`src/rtl/mii_rx_frame_parser.sv`:
```
// mii_rx_frame_parser
// Receive-side MII frame parser. It sits downstream of the nibble-alignment
// stage and works on the aligned 4-bit stream in the 25 MHz receive domain.
// It strips the preamble and SFD, packs nibble pairs into bytes (low nibble
// first), and frames the byte stream with sof/eof. It also reports the frame
// length, the CRC-32 result and an error flag for each frame.
//
// Ports:
//   clk_25Mz       MII receive clock
//   reset_n        asynchronous active-low reset
//   data_sinhr_in  aligned nibble from the alignment stage
//   CRS, RX_DV     carrier sense / data valid, raw PHY timing (delayed here)
//   state_out      FSM state: 0 IDLE, 1 PREAMBLE, 2 DATA, 3 DROP
//   byte_out       assembled byte {high nibble, low nibble}
//   byte_valid     one-cycle pulse qualifying byte_out
//   sof            first data byte of a frame (coincides with byte_valid)
//   eof            one-cycle end-of-frame pulse
//   frame_len      byte count of the last frame, held from eof
//   crc_ok         CRC result of the last frame, held from eof
//   frame_err      error flag of the last frame, held from eof
module mii_rx_frame_parser #(
    parameter int DV_DELAY    = 2,
    parameter int MIN_PRE_NIB = 7,
    parameter int MAX_LEN     = 1522
) (
    input  logic        clk_25Mz,
    input  logic        reset_n,
    input  logic [3:0]  data_sinhr_in,
    input  logic        CRS,
    input  logic        RX_DV,
    output logic [2:0]  state_out,
    output logic [7:0]  byte_out,
    output logic        byte_valid,
    output logic        sof,
    output logic        eof,
    output logic [10:0] frame_len,
    output logic        crc_ok,
    output logic        frame_err
);

    typedef enum logic [2:0] {
        ST_IDLE     = 3'd0,
        ST_PREAMBLE = 3'd1,
        ST_DATA     = 3'd2,
        ST_DROP     = 3'd3
    } state_t;

    localparam logic [3:0]  MIN_PRE   = 4'(MIN_PRE_NIB);
    localparam logic [10:0] MAX_LEN_L = 11'(MAX_LEN);
    localparam logic [31:0] CRC_INIT  = 32'hFFFF_FFFF;
    localparam logic [31:0] CRC_POLY  = 32'hEDB8_8320;
    // Register value left by a correct frame (data + FCS) when the CRC is
    // shifted LSB first. In MSB-first bit order this is 0xC704DD7B.
    localparam logic [31:0] CRC_RESIDUE = 32'hDEBB_20E3;

    // One byte of the reflected CRC-32, processed bit by bit, LSB first.
    function automatic logic [31:0] crc32_byte(input logic [31:0] crc,
                                               input logic [7:0]  data);
        logic [31:0] c;
        c = crc ^ {24'd0, data};
        for (int i = 0; i < 8; i++) begin
            c = c[0] ? ((c >> 1) ^ CRC_POLY) : (c >> 1);
        end
        return c;
    endfunction

    state_t               state_q, state_d;
    logic [DV_DELAY-1:0]  dv_sr_q, dv_sr_d;
    logic [DV_DELAY-1:0]  crs_sr_q, crs_sr_d;
    logic [3:0]           pre_cnt_q, pre_cnt_d;
    logic [10:0]          byte_cnt_q, byte_cnt_d;
    logic                 phase_q, phase_d;
    logic [3:0]           nib_lo_q, nib_lo_d;
    logic [31:0]          crc_q, crc_d;
    logic                 bad_pre_q, bad_pre_d;
    logic                 over_q, over_d;
    logic [7:0]           byte_out_q, byte_out_d;
    logic                 byte_valid_q, byte_valid_d;
    logic                 sof_q, sof_d;
    logic                 eof_q, eof_d;
    logic [10:0]          frame_len_q, frame_len_d;
    logic                 crc_ok_q, crc_ok_d;
    logic                 frame_err_q, frame_err_d;

    logic dv_d;
    logic crs_d;
    logic frame_end;
    logic fin_err;

    // RX_DV/CRS are delayed so that they line up with the alignment stage's
    // data latency.
    assign dv_d  = dv_sr_q[DV_DELAY-1];
    assign crs_d = crs_sr_q[DV_DELAY-1];

    // A frame ends when data valid drops in DATA or DROP. A frame that ends
    // in DATA with the high nibble still pending had an odd nibble count.
    assign frame_end = ((state_q == ST_DATA) || (state_q == ST_DROP)) && !dv_d;
    assign fin_err   = bad_pre_q | over_q | ((state_q == ST_DATA) & phase_q);

    // State register.
    always_ff @(posedge clk_25Mz or negedge reset_n) begin
        if (!reset_n) begin
            state_q <= ST_IDLE;
        end else begin
            state_q <= state_d;
        end
    end

    // Next-state logic. Only a drop of dv_d ends a frame; a drop of crs_d
    // alone is ignored.
    always_comb begin
        state_d = state_q;
        case (state_q)
            ST_IDLE: begin
                if (dv_d && crs_d) begin
                    state_d = ST_PREAMBLE;
                end
            end
            ST_PREAMBLE: begin
                if (!dv_d) begin
                    state_d = ST_IDLE;
                end else if (data_sinhr_in == 4'h5) begin
                    state_d = ST_PREAMBLE;
                end else if ((data_sinhr_in == 4'hD) && (pre_cnt_q >= MIN_PRE)) begin
                    state_d = ST_DATA;
                end else begin
                    state_d = ST_DROP;
                end
            end
            ST_DATA: begin
                if (!dv_d) begin
                    state_d = ST_IDLE;
                end else if (phase_q && (byte_cnt_q >= MAX_LEN_L)) begin
                    state_d = ST_DROP;
                end
            end
            ST_DROP: begin
                if (!dv_d) begin
                    state_d = ST_IDLE;
                end
            end
            default: state_d = ST_IDLE;
        endcase
    end

    // Datapath: delay lines, preamble and byte counters, nibble packing, CRC,
    // and the per-frame status that is captured on eof.
    always_comb begin
        dv_sr_d      = dv_sr_q << 1;
        dv_sr_d[0]   = RX_DV;
        crs_sr_d     = crs_sr_q << 1;
        crs_sr_d[0]  = CRS;
        pre_cnt_d    = pre_cnt_q;
        byte_cnt_d   = byte_cnt_q;
        phase_d      = phase_q;
        nib_lo_d     = nib_lo_q;
        crc_d        = crc_q;
        bad_pre_d    = bad_pre_q;
        over_d       = over_q;
        byte_out_d   = byte_out_q;
        byte_valid_d = 1'b0;
        sof_d        = 1'b0;
        eof_d        = 1'b0;
        frame_len_d  = frame_len_q;
        crc_ok_d     = crc_ok_q;
        frame_err_d  = frame_err_q;

        case (state_q)
            ST_IDLE: begin
                if (dv_d && crs_d) begin
                    pre_cnt_d  = 4'd0;
                    byte_cnt_d = 11'd0;
                    phase_d    = 1'b0;
                    crc_d      = CRC_INIT;
                    bad_pre_d  = 1'b0;
                    over_d     = 1'b0;
                end
            end
            ST_PREAMBLE: begin
                if (dv_d) begin
                    if (data_sinhr_in == 4'h5) begin
                        if (pre_cnt_q != 4'hF) begin
                            pre_cnt_d = pre_cnt_q + 4'd1;
                        end
                    end else if ((data_sinhr_in == 4'hD) && (pre_cnt_q >= MIN_PRE)) begin
                        phase_d = 1'b0;
                    end else begin
                        bad_pre_d = 1'b1;
                    end
                end
            end
            ST_DATA: begin
                if (dv_d) begin
                    if (!phase_q) begin
                        nib_lo_d = data_sinhr_in;
                        phase_d  = 1'b1;
                    end else if (byte_cnt_q >= MAX_LEN_L) begin
                        // This byte would exceed the maximum; swallow it.
                        over_d = 1'b1;
                    end else begin
                        byte_out_d   = {data_sinhr_in, nib_lo_q};
                        byte_valid_d = 1'b1;
                        sof_d        = (byte_cnt_q == 11'd0);
                        byte_cnt_d   = byte_cnt_q + 11'd1;
                        crc_d        = crc32_byte(crc_q, {data_sinhr_in, nib_lo_q});
                        phase_d      = 1'b0;
                    end
                end
            end
            default: begin
            end
        endcase

        if (frame_end) begin
            eof_d       = 1'b1;
            frame_len_d = (byte_cnt_q > MAX_LEN_L) ? MAX_LEN_L : byte_cnt_q;
            frame_err_d = fin_err;
            crc_ok_d    = (crc_q == CRC_RESIDUE) && !fin_err;
        end
    end

    // Datapath registers.
    always_ff @(posedge clk_25Mz or negedge reset_n) begin
        if (!reset_n) begin
            dv_sr_q      <= '0;
            crs_sr_q     <= '0;
            pre_cnt_q    <= 4'd0;
            byte_cnt_q   <= 11'd0;
            phase_q      <= 1'b0;
            nib_lo_q     <= 4'd0;
            crc_q        <= CRC_INIT;
            bad_pre_q    <= 1'b0;
            over_q       <= 1'b0;
            byte_out_q   <= 8'd0;
            byte_valid_q <= 1'b0;
            sof_q        <= 1'b0;
            eof_q        <= 1'b0;
            frame_len_q  <= 11'd0;
            crc_ok_q     <= 1'b0;
            frame_err_q  <= 1'b0;
        end else begin
            dv_sr_q      <= dv_sr_d;
            crs_sr_q     <= crs_sr_d;
            pre_cnt_q    <= pre_cnt_d;
            byte_cnt_q   <= byte_cnt_d;
            phase_q      <= phase_d;
            nib_lo_q     <= nib_lo_d;
            crc_q        <= crc_d;
            bad_pre_q    <= bad_pre_d;
            over_q       <= over_d;
            byte_out_q   <= byte_out_d;
            byte_valid_q <= byte_valid_d;
            sof_q        <= sof_d;
            eof_q        <= eof_d;
            frame_len_q  <= frame_len_d;
            crc_ok_q     <= crc_ok_d;
            frame_err_q  <= frame_err_d;
        end
    end

    // Outputs.
    always_comb begin
        state_out  = state_q;
        byte_out   = byte_out_q;
        byte_valid = byte_valid_q;
        sof        = sof_q;
        eof        = eof_q;
        frame_len  = frame_len_q;
        crc_ok     = crc_ok_q;
        frame_err  = frame_err_q;
    end

endmodule

```
`config.mk`:
```
export PLATFORM = sky130hd
export DESIGN_NAME = mii_rx_frame_parser
export DESIGN_NICKNAME = d
export VERILOG_FILES = /design/src/rtl/mii_rx_frame_parser.sv
export SDC_FILE = /design/constraint.sdc
export NUM_CORES = 1
export LEC_CHECK = 0
export CORE_UTILIZATION = 55
export DETAILED_ROUTE_END_ITERATION = 10
export DONT_BUFFER_PORTS = 1
export PLACE_DENSITY = 0.81
export SETUP_SLACK_MARGIN = 0.1
export SYNTH_ARGS = -nofsm -noshare
export SYNTH_HDL_FRONTEND = slang
export SYNTH_SLANG_ARGS = --single-unit
export TNS_END_PERCENT = 50
```
`constraint.sdc`:
```
create_clock -name clk_25Mz -period 2.2 [get_ports clk_25Mz]
set_input_delay 0.33 -clock clk_25Mz [delete_from_list [all_inputs] [get_ports clk_25Mz]]
set_output_delay 0.33 -clock clk_25Mz [all_outputs]
set_load 0.02 [all_outputs]
```
Word-level counts from Yosys, hierarchy flattened:

Index checks and enable logic that the tools add are counted.

* add/sub/neg operators: 2
* $lt $le $gt $ge: 3
* equal/unequal tests: 20
* reductions and logical operators: 21
* bitwise gates (word level): 14
* muxes and demuxes: 57

Operators with widths (count)
* $mux 32: 12
* $not 13->14: 8
* $pmux 32 s2: 1
* $mux 11: 5
* $eq 32x32->1 const B: 1
* $xor 32x8->32: 1
* $mux 1: 23
* $ne 2x2->1 const B: 11
* $pmux 11 s2: 1
* $reduce_and 5->1: 4
* $mux 4: 4
* $mux 3: 4
* $pmux 3 s4: 1
* $add 11x1->11 const B: 1
* $ge 11x11->1 const B: 1
* $gt 11x11->1 const B: 1
* $logic_not 11->1: 1
* $pmux 4 s2: 1
* $eq 3x2->1 const B: 2
* $reduce_and 3->1: 2
* $reduce_and 6->1: 1
* $logic_and 1x1->1: 5
* $add 4x1->4 const B: 1
* $eq 4x3->1 const B: 1
* other kinds (18): 24

* register bits: 85

Longest topological paths before layout:

Gate-level depths: netlist of run 1.

* depth in word-level cells: 21
* gate-level depth with buffers: 11
* gate-level depth less buffers: 8

Worst setup path before layout of run 1:

No wires, ideal clock.

* path kind: register to register
* start: register byte_cnt_q[9]
* end: register byte_cnt_q[1]
* setup time: 0.126 ns
* clock period less this slack: 2.042 ns
* setup slack: 0.158 ns
* data required time: 2.074 ns
* path buffers: 3
* stages on the path, launching flop included: 9
* arrival: 1.916 ns
* path through: dfrtp_1 buf_6 or3_4 o31a_4 a31oi_4 and2_4 buf_12 buf_12 o21ai_0

* word-level cells in the longest chain between the ends: 3

RTL lines
* start: declaration: line 71 `logic [10:0] byte_cnt_q, byte_cnt_d;`
* start signal: assignment: line 245 `byte_cnt_q <= byte_cnt_d;`
* $ge 11x11->1: line 197 `end else if (byte_cnt_q >= MAX_LEN_L) begin`
* $ne 2x2->1 (no line)
* $reduce_and 5->1 (no line)

No other way between the ends.
A chain may end at the register's enable or synchronous reset.

Worst setup path after layout of run 1:

* start: register byte_cnt_q[2]
* end: register byte_cnt_q[1]

The elaborated chain is that of the path after synthesis.

==> results.py, run 1 <==
metrics = {
    "status": {
        "status": "complete, but fails checks",
        "violations": "negative hold slack",
    },
    "power": {
        "pwr-share-seq_pct": 32.8,
        "comb_power_share_pct": 51.7,
        "clkPwrFrac_pct": 15.6,
        "swShare_pct": 40.58,
        "p_switching_mw": 3.192,
        "p_leak_nw": 2.068,
        "total_power_mw": 7.866,
        "ir_drop_uv": 850.1,
        "intPower_mw": 4.674,
        "powerDensity_nw_per_um2": 1574,
    },
    "die": {
        "fp.coreArea_um2": 7888,
        "dieArea_um2": 8682,
        "io_pins": 35,
        "dieHeight_um": 93.18,
        "initial_core_util_pct": 57.96,
        "rows": 32,
        "fp.dieW_um": 93.18,
    },
    "clock_network": {
        "cts_hold_buf": 2,
        "clk_path_buf_depth": 2,
        "root_buffer": "clkbuf_8",
        "h-tree-depth": 3,
        "clk_latency_ns": 0.37,
        "post_cts_buffers": 0,
        "cts-buffers-inserted": 9,
        "cts_sinks": 84,
        "clk_pin_slew_ns": 0.10,
        "cts_tree": "built",
    },
    "sta": {
        "fmax_mhz": 502.0,
        "finalSetupViolCount": 0,
        "hold_ws_ns": -0.3636,
        "finalMaxSlewViolations": 0,
        "fin_setup_tns_ns": 0,
        "grt_setup_unrepaired": "true",
        "fin_worst_skew_ns": 0.01965,
        "slew_headroom_pct": 62.67,
        "hold_viol_final": 84,
        "tightest_slew_ns": 0.5566,
        "period_needed_ns": 1.992,
        "fin_crit_sh_pct": 90.55,
    },
    "layout": {
        "diodes": 0,
        "fill_cells": 592,
        "final_core_util_pct": 63.37,
        "layout.cells.non_filler": 496,
        "design_area_um2": 4999,
        "areaGrowthSynthToFinish_pct": 9.332,
        "fin_nets": 401,
        "drive_gt1_share_pct": 33.25,
    },
    "worst_setup_path": {
        "worst_path_dominant_cell_family": "compound AO/OA/AOI/OAI gates",
        "path_depth": 6,
        "crit_type": "reg2reg",
        "rr_endpoint": "byte_cnt_q[1]",
        "cp_max_fo": 34,
        "worstRegToRegCells": 6,
        "path_cells": "or3_4 -> o31a_4 -> a31oi_4 -> and2_4 -> buf_12 -> o21ai_0",
        "reg2reg_from": "byte_cnt_q[2]",
        "required_ns": 2.44,
        "reg2reg_slack_ns": 0.21,
        "startpoint_type": "flop",
        "worst-path-buf-inv": 1,
        "crit_path_max_incr_delay_ns": 0.45,
        "critical_path_arrival_ns": 2.24,
        "slowest_stage": "dfrtp_1",
        "endpoint_kind": "flop",
    },
    "route": {
        "num_vias": 2996,
        "drc": 0,
        "viasPerCell": 6.040,
        "dr.pass1.iters": 5,
        "avgRoutedWirePerCell_um": 19.28,
        "drtIter0Drc": 160,
        "routed_wl_um": 9565,
        "postRouteAntennaNets": 0,
    },
    "yosys": {
        "synth_flop_cell": "dfrtp_1",
        "synth_nets": 379,
        "synth_compound_area_share_pct": 18.39,
        "synth_top_family_by_area": "compound AO/OA/AOI/OAI gates",
        "synth.distinct_cells": 59,
        "ys_seq_area_share_pct": 46.85,
        "synth_edf_count": 0,
        "yosys.area_share.simple_pct": 9.852,
        "synthArstFlopShare_pct": 100.0,
        "avgSynthCellArea_um2": 12.46,
        "muxShareOfSynthArea_pct": 3.667,
        "netlist_instances": 367,
        "synth_seq_cells": 84,
        "synth_fa_ha_area_share_pct": 1.095,
        "synth-xor-area-share_pct": 16.06,
        "yosysWarningCount": 0,
        "netlist_area_um2": 4572,
    },
    "placement": {
        "dp_hpwl_um": 6648,
        "port_buffers": 0,
        "dpl-instance-area_um2": 4743,
        "dpl.cell_count": 478,
        "gp_congestion": 0.9124,
    },
    "global_route": {
        "track_usage_pct": 24.25,
        "grt_pass1_wl_um": 16010,
        "grt_pass1_vias": 3056,
        "grt_max_degree": 85,
        "grt-ovfl-total": 0,
        "antenna_found_initial": 0,
    },
    "flow_run": {
        "maxCapViolCount": 0,
    },
    "worst_hold_path": {
        "hold_class": "in2async",
    },
}
[how the worst max path moves through the flow]
stage / startpoint / end
floorplan: byte_cnt_q[9] / byte_cnt_q[1]
global placement: byte_cnt_q[2] / byte_cnt_q[6]
detailed placement: byte_cnt_q[0] / byte_cnt_q[8]
CTS: crc_q[0] / crc_q[26]
global route: byte_cnt_q[0] / byte_cnt_q[0]
finish: byte_cnt_q[2] / byte_cnt_q[1]
[state kept, by name (all words and copies together), names as in the netlist, 4 cells and up]
| signal | count |
|---|---|
| crc_q | 32 |
| byte_cnt_q | 11 |
| frame_len | 11 |
| byte_out | 8 |
| nib_lo_q | 4 |
| pre_cnt_q | 4 |
[what timing repair did]
action | CTS | global route
endpoints found under the hold margin | 86 | 84
endpoints found under the setup margin | 0 | 12
resized for setup | 0 | 4
[worst register-to-register path, stage by stage, from the launching register on]
cell and delay [ns]:
dfrtp_1 0.45, or3_4 0.37, o31a_4 0.32, a31oi_4 0.19, and2_4 0.17, buf_12 0.22
o21ai_0 0.15
[per-layer routing]
| metal | GRT usage (%) | up-vias | routed length (um) |
|---|---|---|---|
| met5 | 0 | - | 0 |
| met4 | 8.205 | 0 | 187 |
| met3 | 4.309 | 16 | 546 |
| met2 | 38.36 | 103 | 4561 |
| met1 | 33.74 | 1525 | 4270 |
| li1 | - | 1352 | - |
[power groups by stage]
stage | logic, mW | clock network, mW | registers, mW
6_report | 4.06 | 1.22 | 2.58
5_1_grt | 4.36 | 1.31 | 2.64
4_1_cts | 4.06 | 1.24 | 2.58
3_5_place_dp | 3.99 | 0 | 2.60
3_3_place_gp | 3.91 | 0 | 2.59
2_1_floorplan | 3.21 | 0 | 2.48
[synthesized netlist by cell type (3+ instances only)]
cell type  instances  area share [%]
buf_12             4             1.8
nor3_1             4            0.44
nor2b_1            3            0.41
a22o_1             3            0.57
and2_1             5            0.68
nand2b_1           4            0.55
nand4_1            4            0.55
dfstp_2           32              18
nand3_1            6            0.66
nor4_1             3            0.41
buf_6              3            0.74
ha_1               4             1.1
nand4b_1           3            0.57
dfrtp_1           52              28
a2bb2oi_2         26             8.5
mux2_2            14             3.4
o22a_1             7             1.3
nor2_1            17             1.4
a21o_1             3            0.49
xnor2_1           42             8.0
xor2_1            20             3.8
buf_4              3            0.49
a41o_1             3            0.66
o21ai_0           13             1.4
inv_1              5            0.41
a31oi_1            5            0.68
a21oi_1           11             1.2
xnor2_2            6             2.1
nand2_1           22             1.8
xor2_2             3             1.1
[cells in the final DEF (no fill, tap or decap), types with 3 or more instances in the layout]
cell,n
ha_1,4
dfstp_2,32
clkbuf_8,9
a41o_1,3
xor2_1,20
a21o_1,3
nand2b_1,4
xor2_2,3
nand4_1,4
nor2b_1,3
nor2_1,17
o21ai_0,13
a2bb2oi_2,26
mux2_2,14
dfrtp_1,52
nand4b_1,3
buf_4,21
nand3_1,6
xnor2_1,41
clkinv_4,4
nand2_1,22
a21oi_1,11
inv_1,5
o22a_1,7
and2_1,5
a31oi_1,5
a22o_1,3
nor3_1,4
xnor2_2,7
[final cells by class]
class / instances / area [um2] / area share (%)
tap: 102 / 127.6 / 2.553
inverter: 7 / 31.28 / 0.6258
multi-input combinational: 262 / 2262 / 45.26
clock inverter: 5 / 86.33 / 1.727
timing repair buffer: 25 / 217.7 / 4.355
sequential: 84 / 2142 / 42.85
clock buffer: 11 / 131.4 / 2.628
[cells by family (layout without fill, tap and decap cells)]
kind of cell / after synthesis / in the layout
compound gates: 85 / 85
flops: 84 / 84
simple gates: 84 / 84
xor+xnor: 73 / 73
buf+inv: 21 / 48
mux: 15 / 15
fa+ha+maj: 4 / 4
other cells: 1 / 1
[through the flow]
| stage | setup slack [ns] | hold WS, ns |
|---|---|---|
| 5_1_grt | 0.1010 | -0.3829 |
| 3_5_place_dp | 0.1934 | 0.03597 |
| 4_1_cts | 0.1850 | -0.3665 |
| 6_report | 0.2079 | -0.3636 |
| 2_1_floorplan | 0.1579 | 0.03441 |
| 3_3_place_gp | 0.2545 | 0.03658 |
(Power assumes the default switching activity.)
==> run 2, diff against run 1 <==
--- a/config.mk
+++ b/config.mk
@@ -5,6 +5,7 @@
 export SDC_FILE = /design/constraint.sdc
 export NUM_CORES = 1
 export LEC_CHECK = 0
+export ABC_AREA = 1
 export CORE_UTILIZATION = 55
 export DETAILED_ROUTE_END_ITERATION = 10
 export DONT_BUFFER_PORTS = 1
==> results.py, run 2 <==
metrics = {
    "status": {
        "status": "complete, but fails checks",
        "violations": "negative hold slack",
    },
    "yosys": {
        "synth.most_common_cell": "nand2_1",
        "synth_compound_area_share_pct": 9.109,
        "yosys.area_share.simple_pct": 31.88,
        "synth_top_cells_by_count": "nand2_1, inv_1, nor2_1, nand3_1, dfrtp_1",
        "avgSynthCellArea_um2": 7.481,
        "synth_seq_cells": 84,
        "yosys.area.top_type": "dfrtp_1",
        "synth.area.top_cells": "dfrtp_1, dfstp_2, nand2_1, nand3_1, xor2_1",
        "synth_fa_ha_area_share_pct": 1.012,
        "netlist_area_um2": 4945,
        "netlist_instances": 661,
        "synth_top_family_by_area": "simple AND/OR/NAND/NOR gates",
        "ys_seq_area_share_pct": 43.32,
        "yosysWarningCount": 0,
        "synth_edf_count": 0,
        "synth.distinct_cells": 37,
        "synth_nets": 673,
        "synth-xor-area-share_pct": 7.439,
        "synth_flop_cell": "dfrtp_1",
        "synth_top_cell_area_share_pct": 26.32,
        "muxShareOfSynthArea_pct": 0,
        "synthArstFlopShare_pct": 100.0,
    },
    "route": {
        "postRouteAntennaNets": 0,
        "num_vias": 4478,
        "drtIter0Drc": 371,
        "avgRoutedWirePerCell_um": 15.75,
        "drc": 0,
        "dr.pass1.iters": 5,
        "routed_wl_um": 12360,
        "viasPerCell": 5.704,
    },
    "global_route": {
        "antenna_found_initial": 0,
        "grt_max_degree": 85,
        "grt-ovfl-total": 0,
        "grt_pass1_wl_um": 20670,
        "track_usage_pct": 27.56,
        "grt_pass1_vias": 4320,
    },
    "worst_setup_path": {
        "worstRegToRegCells": 11,
        "critical_path_arrival_ns": 2.28,
        "path_cells": "inv_1 -> ha_1 -> nand2_1 -> nor2_1 -> nand3b_1 -> nand3_2 -> nand2_2 -> nand3_2 -> buf_4 -> nor2_1 -> a21oi_1",
        "endpoint_kind": "flop",
        "crit_type": "reg2reg",
        "cp_max_fo": 21,
        "crit_path_max_incr_delay_ns": 0.44,
        "startpoint_type": "flop",
        "slowest_stage": "dfrtp_1",
        "required_ns": 2.49,
    },
    "placement": {
        "dp_hpwl_um": 8997,
        "dpl.cell_count": 767,
        "gp_congestion": 0.9566,
        "port_buffers": 0,
    },
    "layout": {
        "final_cell_mix": "nand2_1, inv_1, nor2_1",
        "final_common_cell": "nand2_1",
        "diodes": 0,
        "fill_cells": 733,
        "fin_nets": 684,
        "drive_gt1_share_pct": 12.85,
        "largest_register": "crc_q",
        "largest_register_ffs": 32,
        "layout.cells.non_filler": 785,
        "final_core_util_pct": 61.12,
        "areaGrowthSynthToFinish_pct": 7.793,
    },
    "clock_network": {
        "h-tree-depth": 3,
        "root_buffer": "clkbuf_8",
        "clk_latency_ns": 0.37,
        "clk_pin_slew_ns": 0.10,
        "cts-buffers-inserted": 9,
        "cts_sinks": 84,
        "cts_hold_buf": 2,
        "cts_tree": "built",
        "clk_path_buf_depth": 2,
    },
    "sta": {
        "hold_ws_ns": -0.3581,
        "fmax_mhz": 503.1,
        "fin_worst_skew_ns": 0.01368,
        "fin_setup_tns_ns": 0,
        "grt_setup_unrepaired": "true",
        "finalMaxSlewViolations": 0,
        "hold_viol_final": 84,
        "period_needed_ns": 1.987,
        "finalSetupViolCount": 0,
        "fin_crit_sh_pct": 90.34,
    },
    "power": {
        "ir_drop_uv": 871.8,
        "p_leak_nw": 2.693,
        "powerDensity_nw_per_um2": 1578,
    },
    "die": {
        "io_pins": 35,
        "dieHeight_um": 96.82,
        "rows": 34,
        "fp.dieW_um": 96.82,
        "dieArea_um2": 9373,
        "fp.coreArea_um2": 8721,
        "initial_core_util_pct": 56.70,
    },
    "flow_run": {
        "maxCapViolCount": 0,
    },
    "worst_hold_path": {
        "hold_class": "in2async",
    },
}
==> run 2: cell types whose count changed after synthesis, sizes merged, moves of 8 or more <==
| cell | previous run | this run |
|---|---|---|
| nand2 | 22 | 222 |
| inv | 6 | 71 |
| nand3 | 6 | 58 |
| nor2 | 17 | 67 |
| xnor2 | 48 | 11 |
| a2bb2oi | 26 | 0 |
| o21ai | 13 | 35 |
| mux2 | 14 | 0 |
| a21oi | 11 | 21 |
| o22a | 9 | 0 |
| xor2 | 23 | 31 |
==> run 2: through the flow <==
stage | instance area, um2 | setup slack [ns] | power, mW
after floorplan | 4945 | 0.5249 | 6.071
after global placement | 5095 | 0.2622 | 7.003
after detailed placement | 5095 | 0.1513 | 7.161
after CTS | 5314 | 0.1227 | 8.316
after global routing | 5330 | 0.05511 | 9.013
final | 5330 | 0.2125 | 8.413
==> run 2: routing by layer <==
layer / routed length, um / track usage [%] / vias to the layer above
met1: 5366 / 36.92 / 2152
met3: 808 / 4.335 / 24
met5: 0 / 0 / -
met2: 5911 / 44.64 / 182
li1: - / - / 2120
met4: 276 / 11.37 / 0
==> run 2: final cells by class <==
type | instances | area (um2) | area share (%)
flip-flops and latches | 84 | 2142 | 40.19
repair buffers | 14 | 126.4 | 2.371
clock buffers | 9 | 123.9 | 2.324
well taps | 108 | 135.1 | 2.535
multi-input cells | 492 | 2459 | 46.13
inverters | 71 | 269.0 | 5.047
clock inverters | 7 | 75.07 | 1.408
==> run 2: worst paths after layout <==
check	from	endpoint	slack (ns)
setup / recovery	byte_cnt_q[0]	crc_q[28]	0.21
hold / removal	reset_n	frame_len[7]	-0.36
setup reg to reg	byte_cnt_q[0]	crc_q[28]	0.21
hold reg to reg	dv_sr_q[0]	dv_sr_q[1]	0.36
max in group asynchronous	reset_n	crc_q[27]	2.32
min in group clk_25Mz	data_sinhr_in[0]	nib_lo_q[0]	0.09
==> run 2: repair_timing <==
action	in CTS	in global routing
buffers inserted	0	0
endpoints found under the setup margin	0	30
endpoints found under the hold margin	86	84
gates resized for setup	0	5
==> run 2: critical path: cells and delay by family (launching register included) <==
| family | cells | cell delay [ns] |
|---|---|---|
| flip-flops | 1 | 0.44 |
| AO/OA/AOI/OAI | 1 | 0.16 |
| AND/OR/NAND/NOR | 7 | 0.73 |
| buffers and inverters | 2 | 0.42 |
| adder cells (fa/ha/maj) | 1 | 0.16 |
==> run 2: logic make-up after synthesis <==
family	after synthesis
AOI/OAI and AO/OA	76
xor gates and xnor gates	42
adders and majority gates	4
buffers and inverters	85
DFF	84
other	1
and+or+nand+nor	369
==> run 2: power breakdown <==
group          switching, mW  total (mW)  internal [mW]
clock network          0.612        1.14          0.533
logic                   2.86        4.41           1.54
registers              0.643        2.86           2.22
==> run 3, diff against run 2 <==
--- a/config.mk
+++ b/config.mk
@@ -6,10 +6,13 @@
 export NUM_CORES = 1
 export LEC_CHECK = 0
 export ABC_AREA = 1
-export CORE_UTILIZATION = 55
+export CELL_PAD_IN_SITES_DETAIL_PLACEMENT = 1
+export CELL_PAD_IN_SITES_GLOBAL_PLACEMENT = 2
+export CORE_ASPECT_RATIO = 1.2
+export CORE_UTILIZATION = 34
 export DETAILED_ROUTE_END_ITERATION = 10
 export DONT_BUFFER_PORTS = 1
-export PLACE_DENSITY = 0.81
+export PLACE_DENSITY = 0.84
 export SETUP_SLACK_MARGIN = 0.1
 export SYNTH_ARGS = -nofsm -noshare
 export SYNTH_HDL_FRONTEND = slang
==> results.py, run 3 (same netlist as run 2, synthesis figures left out) <==
metrics = {
    "worst_setup_path": {
        "path_cells": "inv_1 -> ha_1 -> nand2_1 -> nor2_1 -> nand3b_1 -> nand3_2 -> nand2_2 -> nand2_2 -> inv_4 -> nor2_1 -> a21oi_2",
        "startpoint_type": "flop",
        "critical_path_arrival_ns": 2.23,
        "endpoint_kind": "flop",
        "required_ns": 2.49,
        "crit_type": "reg2reg",
        "reg2reg_slack_ns": 0.26,
        "crit_path_max_incr_delay_ns": 0.45,
        "worst-path-buf-inv": 2,
        "cp_max_fo": 22,
        "slowest_stage": "dfrtp_1",
        "worst_path_dominant_cell_family": "simple AND/OR/NAND/NOR gates",
    },
    "sta": {
        "finalSetupViolCount": 0,
        "period_needed_ns": 1.937,
        "hold_ws_ns": -0.3296,
        "fin_setup_tns_ns": 0,
        "fmax_mhz": 516.2,
        "finalMaxSlewViolations": 0,
        "grt_setup_unrepaired": "true",
        "fin_worst_skew_ns": 0.008035,
        "hold_viol_final": 84,
        "fin_crit_sh_pct": 88.06,
        "finalWorstSetupSlack_ns": 0.2628,
    },
    "layout": {
        "fin_nets": 690,
        "largest_register_ffs": 32,
        "diodes": 0,
        "largest_register": "crc_q",
        "final_cell_mix": "nand2_1, inv_1, nor2_1",
        "drive_gt1_share_pct": 13.76,
        "areaGrowthSynthToFinish_pct": 12.07,
        "final_common_cell": "nand2_1",
        "design_area_um2": 5542,
    },
    "route": {
        "viasPerCell": 5.208,
        "drc": 7,
        "postRouteAntennaNets": 0,
        "drtIter0Drc": 242,
        "dr.pass1.iters": 7,
        "num_vias": 4448,
        "routed_wl_um": 14920,
        "avgRoutedWirePerCell_um": 17.47,
    },
    "power": {
        "swShare_pct": 48.34,
        "p_switching_mw": 4.342,
        "comb_power_share_pct": 51.7,
        "powerDensity_nw_per_um2": 1621,
        "clkPwrFrac_pct": 16.3,
        "p_leak_nw": 2.750,
        "ir_drop_uv": 561.4,
        "intPower_mw": 4.642,
        "pwr-share-seq_pct": 32.0,
    },
    "clock_network": {
        "cts_sinks": 84,
        "root_buffer": "clkbuf_16",
        "post_cts_buffers": 0,
        "clk_latency_ns": 0.36,
        "h-tree-depth": 3,
        "clk_pin_slew_ns": 0.07,
        "cts_tree": "built",
        "cts-buffers-inserted": 9,
        "clk_path_buf_depth": 2,
        "cts_hold_buf": 2,
    },
    "placement": {
        "gp_congestion": 0.8589,
        "dpl-instance-area_um2": 5231,
        "dp_slack_ns": 0.1655,
        "dp_hpwl_um": 11110,
        "port_buffers": 0,
    },
    "worst_hold_path": {
        "hold_class": "in2async",
    },
    "global_route": {
        "track_usage_pct": 21.40,
        "grt_pass1_wl_um": 24780,
        "antenna_found_initial": 0,
        "grt_pass1_vias": 4753,
        "grt_max_degree": 85,
        "grt-ovfl-total": 0,
    },
    "status": {
        "violations": "design-rule violations, negative hold slack",
        "status": "complete, but fails checks",
    },
    "die": {
        "fp.dieW_um": 112.1,
        "dieArea_um2": 15030,
        "initial_core_util_pct": 35.33,
        "io_pins": 35,
        "dieHeight_um": 134.1,
        "fp.coreArea_um2": 14000,
        "rows": 47,
    },
    "flow_run": {
        "maxCapViolCount": 0,
    },
}
-- run 3: cell types whose count changed in the layout (fill, tap and decap cells not counted), moves of 2 or more --
| cell | previous run | this run |
|---|---|---|
| buf_4 | 10 | 15 |
| clkinvlp_4 | 0 | 3 |
| nand2_2 | 7 | 10 |
| nand2_4 | 2 | 0 |
| clkinv_2 | 2 | 0 |
| clkbuf_16 | 0 | 9 |
| clkbuf_8 | 9 | 0 |
-- run 3: layer usage --
metal / wire (um) / vias to the layer above / global-route usage [%] / share of wire, %
li1: - / 2133 / - / -
met1: 6386 / 2191 / 25.68 / 43
met2: 7480 / 87 / 37.41 / 50
met3: 587 / 37 / 3.254 / 3.9
met4: 463 / 0 / 10.44 / 3.1
met5: 0 / - / 0 / 0
-- run 3: final cells by class --
cell class | instances | area (um2)
multi-input cells | 492 | 2451
flip-flops and latches | 84 | 2142
clock inverters | 6 | 48.80
repair buffers | 20 | 187.7
inverters | 71 | 269.0
fillers | 1741 | 8454
clock buffers | 10 | 229.0
well taps | 171 | 214.0
-- run 3: through the flow --
stage / hold WS [ns] / power, mW / std cells / util (%)
5_1_grt: -0.3474 / 9.735 / 854 / 39.59
2_1_floorplan: 0.03441 / 6.071 / 661 / -
4_1_cts: -0.3436 / 9.045 / 854 / 39.50
3_5_place_dp: 0.03687 / 7.534 / 836 / 37.38
6_report: -0.3296 / 8.984 / 854 / 39.59
3_3_place_gp: 0.03632 / 7.303 / 836 / 37.38
-- run 3: power by group through the flow --
stage / clock network (mW) / registers, mW / logic, mW
6_report: 1.46 / 2.87 / 4.65
5_1_grt: 1.56 / 2.95 / 5.23
4_1_cts: 1.51 / 2.87 / 4.66
3_5_place_dp: 0 / 2.90 / 4.64
3_3_place_gp: 0 / 2.87 / 4.43
2_1_floorplan: 0 / 2.75 / 3.33
-- run 3: worst paths after layout --
kind	start	cells past startpoint	to
worst max-delay path	byte_cnt_q[0]	11	crc_q[18]
worst min-delay path	reset_n	0	crs_sr_q[0]
worst max register to register	byte_cnt_q[0]	11	crc_q[18]
worst min register to register	crs_sr_q[0]	0	crs_sr_q[1]
max in group asynchronous	reset_n	0	crc_q[29]
min in group clk_25Mz	data_sinhr_in[0]	2	nib_lo_q[0]
-- run 3: repair_timing --
item                                    CTS  global route
resized for setup                         0             6
endpoints found under the setup margin    0            27
endpoints found under the hold margin    86            84
